<file path="config.mk">
export PLATFORM = sky130hd
export DESIGN_NAME = vc_merge_arbiter
export DESIGN_NICKNAME = d
export VERILOG_FILES = /design/src/rtl/vc_merge_arbiter.sv
export SDC_FILE = /design/constraint.sdc
export NUM_CORES = 1
export LEC_CHECK = 0
export ABC_AREA = 1
export BUFFER_PORTS_ARGS = -buffer_cell sky130_fd_sc_hd__buf_4
export CAP_MARGIN = 20
export CORE_MARGIN = 2
export CORE_UTILIZATION = 46
export DETAILED_ROUTE_END_ITERATION = 7
export PLACE_DENSITY = 0.84
export SLEW_MARGIN = 10
export SYNTH_ARGS = -nofsm -noshare
export SYNTH_HDL_FRONTEND = slang
export SYNTH_SLANG_ARGS = --single-unit
</file>
<file path="constraint.sdc">
create_clock -name clk -period 1.8 [get_ports clk]
set_input_delay 0.18 -clock clk [delete_from_list [all_inputs] [get_ports clk]]
set_output_delay 0.18 -clock clk [all_outputs]
set_load 0.05 [all_outputs]
</file>
<file path="src/rtl/vc_merge_arbiter.sv">
// vc_merge_arbiter: merges four virtual-channel class FIFOs into one output
// FIFO. A round-robin grant pops at most one non-empty class FIFO per cycle,
// and the word it returns is pushed to the output FIFO on the following
// cycle. Words forwarded from each class are counted. New pops stall while
// the output FIFO is almost full.
module vc_merge_arbiter #(
    parameter int unsigned DATA_W = 6,
    parameter int unsigned CNT_W  = 8
) (
    input  logic              clk,
    input  logic              reset,
    input  logic [3:0]        empty,
    input  logic [DATA_W-1:0] data_in0,
    input  logic [DATA_W-1:0] data_in1,
    input  logic [DATA_W-1:0] data_in2,
    input  logic [DATA_W-1:0] data_in3,
    input  logic              almost_full,
    output logic [3:0]        pop,
    output logic              push,
    output logic [DATA_W-1:0] data_out,
    output logic [1:0]        class_out,
    output logic [CNT_W-1:0]  cnt0,
    output logic [CNT_W-1:0]  cnt1,
    output logic [CNT_W-1:0]  cnt2,
    output logic [CNT_W-1:0]  cnt3,
    output logic              idle
);

    localparam int unsigned NUM_CLS = 4;
    localparam int unsigned CLS_W   = 2;

    logic [CLS_W-1:0] rr_ptr;
    logic [CLS_W-1:0] sel_d;
    logic             valid_d;
    logic [CNT_W-1:0] cnt_q [NUM_CLS];

    logic             grant;
    logic [CLS_W-1:0] grant_idx;
    logic [CLS_W-1:0] cand;

    // Round-robin scan starting at rr_ptr; first non-empty class wins.
    // Reset and output back-pressure suppress every pop.
    always_comb begin
        pop       = '0;
        grant     = 1'b0;
        grant_idx = rr_ptr;
        cand      = rr_ptr;
        if (!reset && !almost_full) begin
            for (int unsigned i = 0; i < NUM_CLS; i++) begin
                cand = rr_ptr + CLS_W'(i);
                if (!grant && !empty[cand]) begin
                    grant     = 1'b1;
                    grant_idx = cand;
                end
            end
            if (grant) begin
                pop[grant_idx] = 1'b1;
            end
        end
    end

    // Pointer and in-flight tracking: remember which class was popped so its
    // read data can be steered to the output FIFO on the next cycle.
    always_ff @(posedge clk) begin
        if (reset) begin
            rr_ptr  <= '0;
            sel_d   <= '0;
            valid_d <= 1'b0;
        end else if (grant) begin
            rr_ptr  <= grant_idx + CLS_W'(1);
            sel_d   <= grant_idx;
            valid_d <= 1'b1;
        end else begin
            valid_d <= 1'b0;
        end
    end

    // An in-flight word is always pushed; reset drops it.
    always_comb begin
        push      = valid_d & ~reset;
        class_out = sel_d;
        idle      = (&empty) & ~valid_d;
    end

    // Steer the read data of the class popped last cycle to the output.
    always_comb begin
        data_out = data_in0;
        case (sel_d)
            2'd0:    data_out = data_in0;
            2'd1:    data_out = data_in1;
            2'd2:    data_out = data_in2;
            default: data_out = data_in3;
        endcase
    end

    // Per-class forwarded-word counters; they wrap rather than saturate.
    always_ff @(posedge clk) begin
        if (reset) begin
            for (int unsigned i = 0; i < NUM_CLS; i++) begin
                cnt_q[i] <= '0;
            end
        end else if (push) begin
            cnt_q[sel_d] <= cnt_q[sel_d] + CNT_W'(1);
        end
    end

    // Expose the counter array on the individual count ports.
    always_comb begin
        cnt0 = cnt_q[0];
        cnt1 = cnt_q[1];
        cnt2 = cnt_q[2];
        cnt3 = cnt_q[3];
    end

endmodule

</file>
==> impl_metrics.tcl, run 1 <==
set metrics [dict create \
    status "complete, but fails checks" \
    failed_checks "setup timing" \
    max-vdd-ir-drop_v 0.0005018 \
    rsz0062_at_grt "yes" \
    gp_congestion 0.8926 \
    start_kind "flip-flop" \
    tightestPinTransition_ps 576.0 \
    netlist_area_um2 2399 \
    syn_area_per_cell_um2 7.290 \
    pin_count 77 \
    switchingPower_uw 1410 \
    p_leak_uw 0.001896 \
    synthTopCellsByArea "edfxtp_1 (40%), nand2_1 (19%), nor2_1 (9.1%)" \
    drive_above_1_share_pct 52.71 \
    clk_pin_slew_worst_paths_ps 80 \
    synth.largest_area_cell "edfxtp_1" \
    yosysTopAreaCellShare_pct 40.06 \
    hold_viol_final 0 \
    cts_root_buf "clkbuf_8" \
    grt_pass1_vias 2729 \
    dpl.hpwl_um 5350 \
    cts_buffers 5 \
    switching_share_pct 40.65 \
    final_area_um2 4025 \
    synth.distinct_cells 27 \
    yosys_warnings 0 \
    wirelength_um 9054 \
    grt_max_degree 13 \
    multi_input_area_um2 1509 \
    final_period_minus_worst_setup_slack_ps 2180 \
    cts_hold_buffers 0 \
    slew_headroom_pct 61.46 \
    crit_start "rr_ptr[0]$_SDFFE_PP0P_" \
    power_density_nw_per_um2 862.1 \
    worst_hold_path_type "in -> reg" \
    slew_violations 0 \
    synth_flop_cell "edfxtp_1" \
    hold_path_startpoint "reset" \
    critPathCaptureType "output pin" \
    drtIter0Drc 228 \
    rows 26 \
    die_area_um2 5808 \
    post_dp_cell_area_um2 3347 \
    fmax_mhz 458.7 \
    skew_ps 11.12 \
    fin_nets 492 \
    initial_core_util_pct 47.26 \
    antenna_found_initial 0 \
    via_per_inst 5.492 \
    maxCapViolCount 0 \
    synth_seq_cells 39 \
    cts_tree "done" \
    synth_cells 329 \
    grt_pass1_wl_um 12120 \
    antenna_cells 0 \
    cp.required_ps 1620 \
    finalWorstSetupSlack_ps -380.2 \
    grt-ovfl-total 0 \
    synth_edf_count 32 \
    pwr-share-seq_pct 32.0 \
    final_common_cell "buf_4" \
    setup_viol 19 \
    drtAntennaViolNets 0 \
    vias 2916 \
    final_cell_mix "buf_4 (119), nand2_1 (80), nor2_1 (37), edfxtp_1 (32), nand2_2 (27)" \
    cts_buffer_depth 2 \
    regArea_um2 1119 \
    path_class "reg -> out" \
    synthArstFlopShare_pct 0 \
    post-route-period-util_pct 121.1 \
    synth-seq-area-share_pct 45.91 \
    track_usage_pct 26.07 \
    arrival_ps 2000 \
    crit_path_max_fanout 6 \
    internal_power_uw 2060 \
    drc 0 \
    cts.sinks 39 \
    insertion_delay_ps 300 \
    power_frac_comb_pct 47.1 \
    htreeDepth 2 \
    synthesis.nets 361 \
    core_um2 5075 \
    port_buffers 76 \
    fp.dieH_um 76.21 \
    wl_per_cell_um 17.05 \
    fillers 336 \
    p_clk_share_pct 20.9 \
    area_growth_pct 67.81 \
    hold_ws_ps 85.45 \
    dieWidth_um 76.21 \
    first_pass_iters 5 \
]
## power by group through the flow
stage	Sequential [µW]	Combinational (µW)	Clock, µW
after CTS	1100	1380	703
final	1110	1630	725
after detailed placement	1110	1250	0
after global placement	1110	1220	0
after global routing	1120	1730	754
after floorplan	1240	648	0
## cells by family after synthesis
family,synth area share (%)
AOI/OAI and AO/OA,5.373
xor gates and xnor gates,0.3652
adders and majority gates,0.5216
buffers and inverters,8.451
DFF,45.90
and+or+nand+nor,39.38
## final timing paths
kind,endpoint,depth (start not counted),slack (ps)
worst max-delay path,pop[2],14,-380
worst max register to register,cnt_q[2][6]$_SDFFCE_PN0P_,14,-200
worst min register to register,rr_ptr[1]$_SDFFE_PP0P_,2,530
worst min-delay path,rr_ptr[0]$_SDFFE_PP0P_,2,90
## state kept, by name, summed over array words and instances (netlist names), named ones only
| name | flops |
|---|---|
| cnt_q | 32 |
| valid_d | 1 |
| rr_ptr | 2 |
| class_out | 2 |
## metrics by stage
step	setup WS, ps	util, %	TNS, ps	power [µW]	instances
2_1_floorplan	-323.6	-	-2924	1890	329
3_3_place_gp	-146.8	65.95	-2034	2330	509
3_5_place_dp	-263.5	65.95	-3876	2360	509
4_1_cts	-320.1	72.95	-1845	3182	528
5_1_grt	-480.0	79.31	-5808	3602	531
6_report	-380.2	79.31	-3451	3470	531
## worst max-delay path: stages (launching register included)
cell and delay (ps):
dfxtp_4 430, buf_6 150, nand2_4 60, nand2_4 90, nand2_4 60, nand2_4 100
nand2_4 70, nand2_1 70, nand2_1 60, nand2_2 80, nand3_2 80, nand2_2 120
nand2_4 80, nor2_4 90, buf_6 160
## Yosys cell counts (3+ instances only)
master	instances
nor2_1	58
inv_2	4
buf_6	3
inv_1	26
nand3_1	31
o21ai_0	10
nand2_1	120
nand4_1	8
nand2_2	6
edfxtp_1	32
buf_4	5
dfxtp_1	7
## routing by layer
layer | vias to the layer above | GRT usage (%) | wire length, µm
met3 | 27 | 4.621 | 689
met4 | 0 | 11.64 | 250
li1 | 1326 | - | -
met5 | - | 0 | 0
met2 | 185 | 49.12 | 5055
met1 | 1378 | 28.28 | 3059
## area by class of cell
class | count | share of cell area (%)
tap | 70 | 2.176
sequential | 39 | 27.79
timing repair buffer | 132 | 26.17
clock inverter | 3 | 0.9636
multi-input combinational | 249 | 37.49
inverter | 33 | 3.699
clock buffer | 5 | 1.710
## timing repair
action,in CTS,in global routing
pin swaps,20,40
resized for setup,56,88
buffers inserted,11,4
cloned,1,1
setup endpoints to repair,26,29
No activity file was read; power rests on OpenSTA's default activity.
==> run 2, diff against run 1 <==
--- a/config.mk
+++ b/config.mk
@@ -8,7 +8,7 @@
 export ABC_AREA = 1
 export BUFFER_PORTS_ARGS = -buffer_cell sky130_fd_sc_hd__buf_4
 export CAP_MARGIN = 20
-export CORE_MARGIN = 2
+export CORE_MARGIN = 4
 export CORE_UTILIZATION = 46
 export DETAILED_ROUTE_END_ITERATION = 7
 export PLACE_DENSITY = 0.84
==> impl_metrics.tcl, run 2 (same netlist as run 1, synthesis figures left out) <==
set metrics [dict create \
    status "complete, but fails checks" \
    failed_checks "setup timing" \
    cp_slowest_cell "dfxtp_4" \
    pin_count 77 \
    post-route-period-util_pct 125.6 \
    final_period_minus_worst_setup_slack_ps 2261 \
    start_kind "flip-flop" \
    tightestPinTransition_ps 489.7 \
    track_usage_pct 24.67 \
    crit_path_max_fanout 8 \
    critPathCaptureType "output pin" \
    first_pass_iters 4 \
    path_class "reg -> out" \
    drtAntennaViolNets 0 \
    fin_util_pct 79.54 \
    vias 2932 \
    min_path_cells 2 \
    hold_viol_final 0 \
    cts_hold_buffers 0 \
    final_common_cell "buf_4" \
    p_leak_uw 0.001885 \
    gp_congestion 0.8978 \
    fp.dieH_um 80.21 \
    grt_max_degree 13 \
    hold_path_startpoint "reset" \
    regMostFlops "cnt_q" \
    die_area_um2 6434 \
    cp.required_ps 1620 \
    drc 0 \
    min_to "rr_ptr[0]$_SDFFE_PP0P_" \
    cts_root_buf "clkbuf_8" \
    max-vdd-ir-drop_v 0.0005116 \
    dieWidth_um 80.21 \
    r2r_slack_ps -230 \
    power_frac_comb_pct 50.2 \
    rsz0062_at_grt "yes" \
    switchingPower_uw 1398 \
    initial_core_util_pct 47.26 \
    via_per_inst 5.430 \
    cts_buffer_depth 2 \
    crit_buf_inv 4 \
    worst_hold_path_type "in -> reg" \
    finalWorstSetupSlack_ps -460.9 \
    port_buffers 76 \
    core_um2 5075 \
    grt-ovfl-total 0 \
    fmax_mhz 442.3 \
    largest_register_ffs 32 \
    timing.critical_path.max_delay_family "simple AND/OR/NAND/NOR gates" \
    totalPowerFinal_uw 3366 \
    rows 26 \
    power_density_nw_per_um2 833.9 \
    slew_headroom_pct 67.27 \
    critPathMaxStageDelay_ps 370 \
    arrival_ps 2080 \
    antenna_found_initial 0 \
    p_clk_share_pct 17.0 \
    drtIter0Drc 216 \
    pwr-share-seq_pct 32.8 \
    antenna_cells 0 \
    fin_nets 501 \
    grt_pass1_wl_um 12230 \
    area_growth_pct 68.28 \
    grt_pass1_vias 2727 \
    setup_viol 25 \
    fillers 316 \
    dpl.hpwl_um 5568 \
    r2r_cells 16 \
    switching_share_pct 41.53 \
    drive_above_1_share_pct 51.28 \
    htreeDepth 2 \
    slew_violations 0 \
    wl_per_cell_um 16.95 \
    skew_ps 4.981 \
    internal_power_uw 1968 \
    final_cell_mix "buf_4 (127), nand2_1 (90), nor2_1 (41), edfxtp_1 (32), nand2_2 (25)" \
    path_cells "buf_12 -> inv_8 -> buf_12 -> nand2_1 -> nand2_1 -> nand2_1 -> nand2_2 -> nand4_4 -> nand2_2 -> nand3_2 -> nand2_2 -> nand2_4 -> nor2_4 -> buf_8" \
    cts.sinks 39 \
    rr_endpoint "cnt_q[1][6]$_SDFFCE_PN0P_" \
    wirelength_um 9154 \
    clk_pin_slew_worst_paths_ps 70 \
    insertion_delay_ps 300 \
    cts_tree "done" \
    maxCapViolCount 0 \
    cts_buffers 5 \
]
run 2: cell type report:
class / count / area (µm²) / share of cell area [%]
Timing Repair Buffer: 141 / 1166 / 28.89
Sequential cell: 39 / 1114 / 27.59
Clock inverter: 3 / 15.01 / 0.3720
Inverter: 33 / 143.9 / 3.565
Multi-Input combinational cell: 249 / 1441 / 35.71
Tap cell: 70 / 87.58 / 2.170
Clock buffer: 5 / 68.82 / 1.705
run 2: repair_timing:
item,in CTS,in global routing
cloned,0,1
setup buffers,13,8
gates resized for setup,49,69
pin swaps,22,24
endpoints found under the setup margin,29,30
run 2: layer usage:
| metal | up-vias | share of wire, % | GRT usage [%] |
|---|---|---|---|
| met5 | - | 0 | 0 |
| met4 | 0 | 5.1 | 10.81 |
| met3 | 45 | 7.4 | 3.924 |
| met2 | 184 | 54 | 45.70 |
| met1 | 1356 | 34 | 27.54 |
| li1 | 1347 | - | - |
run 2: worst reg2reg max path, stage by stage, from the launching register on:
cell	delay, ps
dfxtp_4	440
nand2_1	120
nand3_2	100
nand2_2	70
inv_2	50
ha_2	160
inv_2	50
nor2_4	90
nand2_2	70
inv_2	60
nand2_2	60
nor2_2	120
inv_1	70
nor2_1	90
nor2_1	50
nand2_1	120
nor2_1	60
run 2: worst max path at each step:
stage                                      start                        end  slack [ps]  cells after the start
after floorplan           rr_ptr[0]$_SDFFE_PP0P_                     pop[0]        -320                     13
after detailed placement               flip-flop  cnt_q[0][7]$_SDFFCE_PN0P_        -250                     11
after global routing      rr_ptr[0]$_SDFFE_PP0P_                     pop[2]        -570                     14
after global placement                 flip-flop  cnt_q[2][7]$_SDFFCE_PN0P_        -140                     11
final                     rr_ptr[0]$_SDFFE_PP0P_                     pop[2]        -460                     14
after CTS                 rr_ptr[0]$_SDFFE_PP0P_                     pop[2]        -340                     15
run 2: power groups by stage:
stage | Clock, µW | Combinational, µW | Sequential, µW
3_3_place_gp | 0 | 1240 | 1100
3_5_place_dp | 0 | 1270 | 1110
2_1_floorplan | 0 | 648 | 1240
6_report | 572 | 1690 | 1100
5_1_grt | 601 | 1790 | 1110
4_1_cts | 564 | 1430 | 1090
run 2: through the flow:
step                worst slack, ps  cell area [µm²]  instances  hold slack (ps)  TNS [ps]
floorplan                    -323.6             2420        329            249.1     -2924
global placement             -141.8             3362        511            409.5     -1881
detailed placement           -252.0             3362        511            419.0     -3431
CTS                          -344.1             3716        532            106.2     -2184
global route                 -567.6             4036        540            111.6     -7201
finish                       -460.9             4036        540            97.01     -4427
==> run 3, diff against run 2 <==
--- a/config.mk
+++ b/config.mk
@@ -8,8 +8,10 @@
 export ABC_AREA = 1
 export BUFFER_PORTS_ARGS = -buffer_cell sky130_fd_sc_hd__buf_4
 export CAP_MARGIN = 20
+export CELL_PAD_IN_SITES_DETAIL_PLACEMENT = 2
+export CELL_PAD_IN_SITES_GLOBAL_PLACEMENT = 2
 export CORE_MARGIN = 4
-export CORE_UTILIZATION = 46
+export CORE_UTILIZATION = 25
 export DETAILED_ROUTE_END_ITERATION = 7
 export PLACE_DENSITY = 0.84
 export SLEW_MARGIN = 10
==> impl_metrics.tcl, run 3 (same netlist as run 1, synthesis figures left out) <==
set metrics [dict create \
    finalWorstSetupSlack_ps -565.8 \
    crit_path_max_fanout 6 \
    internal_power_uw 2297 \
    cts_buffer_depth 2 \
    maxCapViolCount 0 \
    die_area_um2 11230 \
    switching_share_pct 43.84 \
    fp.dieH_um 106.0 \
    arrival_ps 2190 \
    path_class "reg -> out" \
    regMostFlops "cnt_q" \
    grt_pass1_wl_um 19350 \
    cts_buffers 5 \
    tightestPinTransition_ps 603.8 \
    cts_tree "done" \
    p_leak_uw 0.002173 \
    r2r-start "rr_ptr[0]$_SDFFE_PP0P_" \
    slew_headroom_pct 59.60 \
    power_frac_comb_pct 53.5 \
    dieWidth_um 106.0 \
    rsz0062_at_grt "yes" \
    fin_util_pct 51.13 \
    grt_pass1_vias 3433 \
    start_kind "flip-flop" \
    first_pass_iters 8 \
    grt-ovfl-total 0 \
    skew_ps 10.60 \
    r2r_cells 15 \
    setup_viol 34 \
    hold_path_startpoint "reset" \
    final_cell_mix "buf_4 (137), nand2_1 (55), nand2_2 (34), nand2_4 (33), edfxtp_1 (32)" \
    cts.sinks 39 \
    pin_count 77 \
    clk_pin_slew_worst_paths_ps 90 \
    insertion_delay_ps 310 \
    drive_above_1_share_pct 64.78 \
    hold_viol_final 0 \
    via_per_inst 5.027 \
    core_um2 9284 \
    wirelength_um 15730 \
    wl_per_cell_um 25.25 \
    htreeDepth 2 \
    multi_input_area_um2 1804 \
    status "complete, but fails checks" \
    initial_core_util_pct 25.84 \
    area_growth_pct 97.91 \
    final_common_cell "buf_4" \
    min_to "rr_ptr[0]$_SDFFE_PP0P_" \
    fmax_mhz 422.7 \
    worst_hold_path_type "in -> reg" \
    grt_max_degree 13 \
    drtIter0Drc 151 \
    regArea_um2 1119 \
    final_period_minus_worst_setup_slack_ps 2366 \
    post-route-period-util_pct 131.4 \
    cp.required_ps 1620 \
    failed_checks "setup timing" \
    antenna_cells 0 \
    cts_root_buf "clkbuf_8" \
    rows 35 \
    largest_register_ffs 32 \
    pwr-share-seq_pct 27.6 \
    antenna_found_initial 0 \
    critPathCaptureType "output pin" \
    totalPowerFinal_uw 4090 \
    switchingPower_uw 1793 \
    max-vdd-ir-drop_v 0.0003122 \
    drtAntennaViolNets 0 \
    port_buffers 76 \
    gp_congestion 0.8389 \
    rr_endpoint "rr_ptr[1]$_SDFFE_PP0P_" \
    cts_hold_buffers 0 \
    min_path_cells 2 \
    fin_nets 525 \
    dpl.hpwl_um 7779 \
    slew_violations 0 \
    vias 3132 \
    r2r_slack_ps -540 \
    fillers 1022 \
    drc 0 \
    p_clk_share_pct 18.9 \
    track_usage_pct 22.68 \
    power_density_nw_per_um2 861.7 \
]
[run 3: how the worst max path moves through the flow]
| stage | startpoint | to | slack (ps) | cells after the start |
|---|---|---|---|---|
| 3_5_place_dp | flip-flop | cnt_q[2][6]$_SDFFCE_PN0P_ | -430 | 16 |
| 4_1_cts | rr_ptr[0]$_SDFFE_PP0P_ | pop[1] | -420 | 13 |
| 5_1_grt | rr_ptr[1]$_SDFFE_PP0P_ | pop[2] | -640 | 11 |
| 6_report | rr_ptr[0]$_SDFFE_PP0P_ | pop[2] | -570 | 13 |
| 2_1_floorplan | rr_ptr[0]$_SDFFE_PP0P_ | pop[0] | -320 | 13 |
| 3_3_place_gp | flip-flop | cnt_q[1][6]$_SDFFCE_PN0P_ | -230 | 16 |
[run 3: what timing repair did]
| item | CTS | global route |
|---|---|---|
| gates cloned | 2 | 0 |
| setup endpoints to repair | 34 | 33 |
| pin swaps | 49 | 61 |
| endpoints found under the hold margin | 0 | 0 |
| gates resized for setup | 136 | 107 |
| buffers inserted | 23 | 25 |
[run 3: routing by layer]
metal | vias to the layer above | track usage (%) | part of all wire, %
met1 | 1585 | 22.78 | 37
met3 | 44 | 2.914 | 3.6
met2 | 105 | 45.36 | 55
met4 | 0 | 10.92 | 4.8
met5 | - | 0 | 0
li1 | 1398 | - | -
[run 3: layout make-up]
class                      count  share of cell area, %
clock inverter                 1                 0.6326
multi-input combinational    249                  38.01
tap                          129                  3.400
clock buffer                   7                  1.608
timing repair inverter         1                 0.1845
timing repair buffer         164                  29.07
inverter                      33                  3.532
sequential                    39                  23.56
[run 3: critical path, cell delays in order (launching register included)]
cell     delay [ps]
dfxtp_4         410
buf_12          160
inv_12           50
nand2_2          70
nand2_4          70
nand2_2         110
nand2_4          80
buf_4           140
nand4_1         150
nand3_2         120
nand2_4         110
nand2_4          80
nor2_4          140
buf_8           150
[run 3: per-stage QoR]
stage | hold WS, ps | setup TNS (ps) | setup WS (ps) | area [µm²] | std cells
2_1_floorplan | 249.1 | -2924 | -323.6 | 2420 | 329
3_3_place_gp | 425.1 | -3547 | -226.7 | 3438 | 572
3_5_place_dp | 431.8 | -8386 | -431.8 | 3438 | 572
4_1_cts | 117.5 | -5015 | -420.9 | 4208 | 603
5_1_grt | 103.8 | -13420 | -643.4 | 4747 | 623
6_report | 99.41 | -11620 | -565.8 | 4747 | 623
[run 3: power groups by stage]
stage	Sequential, µW	Clock, µW	Combinational, µW
floorplan	1240	0	648
finish	1130	773	2190
CTS	1110	726	1710
detailed placement	1120	0	1320
global placement	1110	0	1260
global route	1130	815	2300
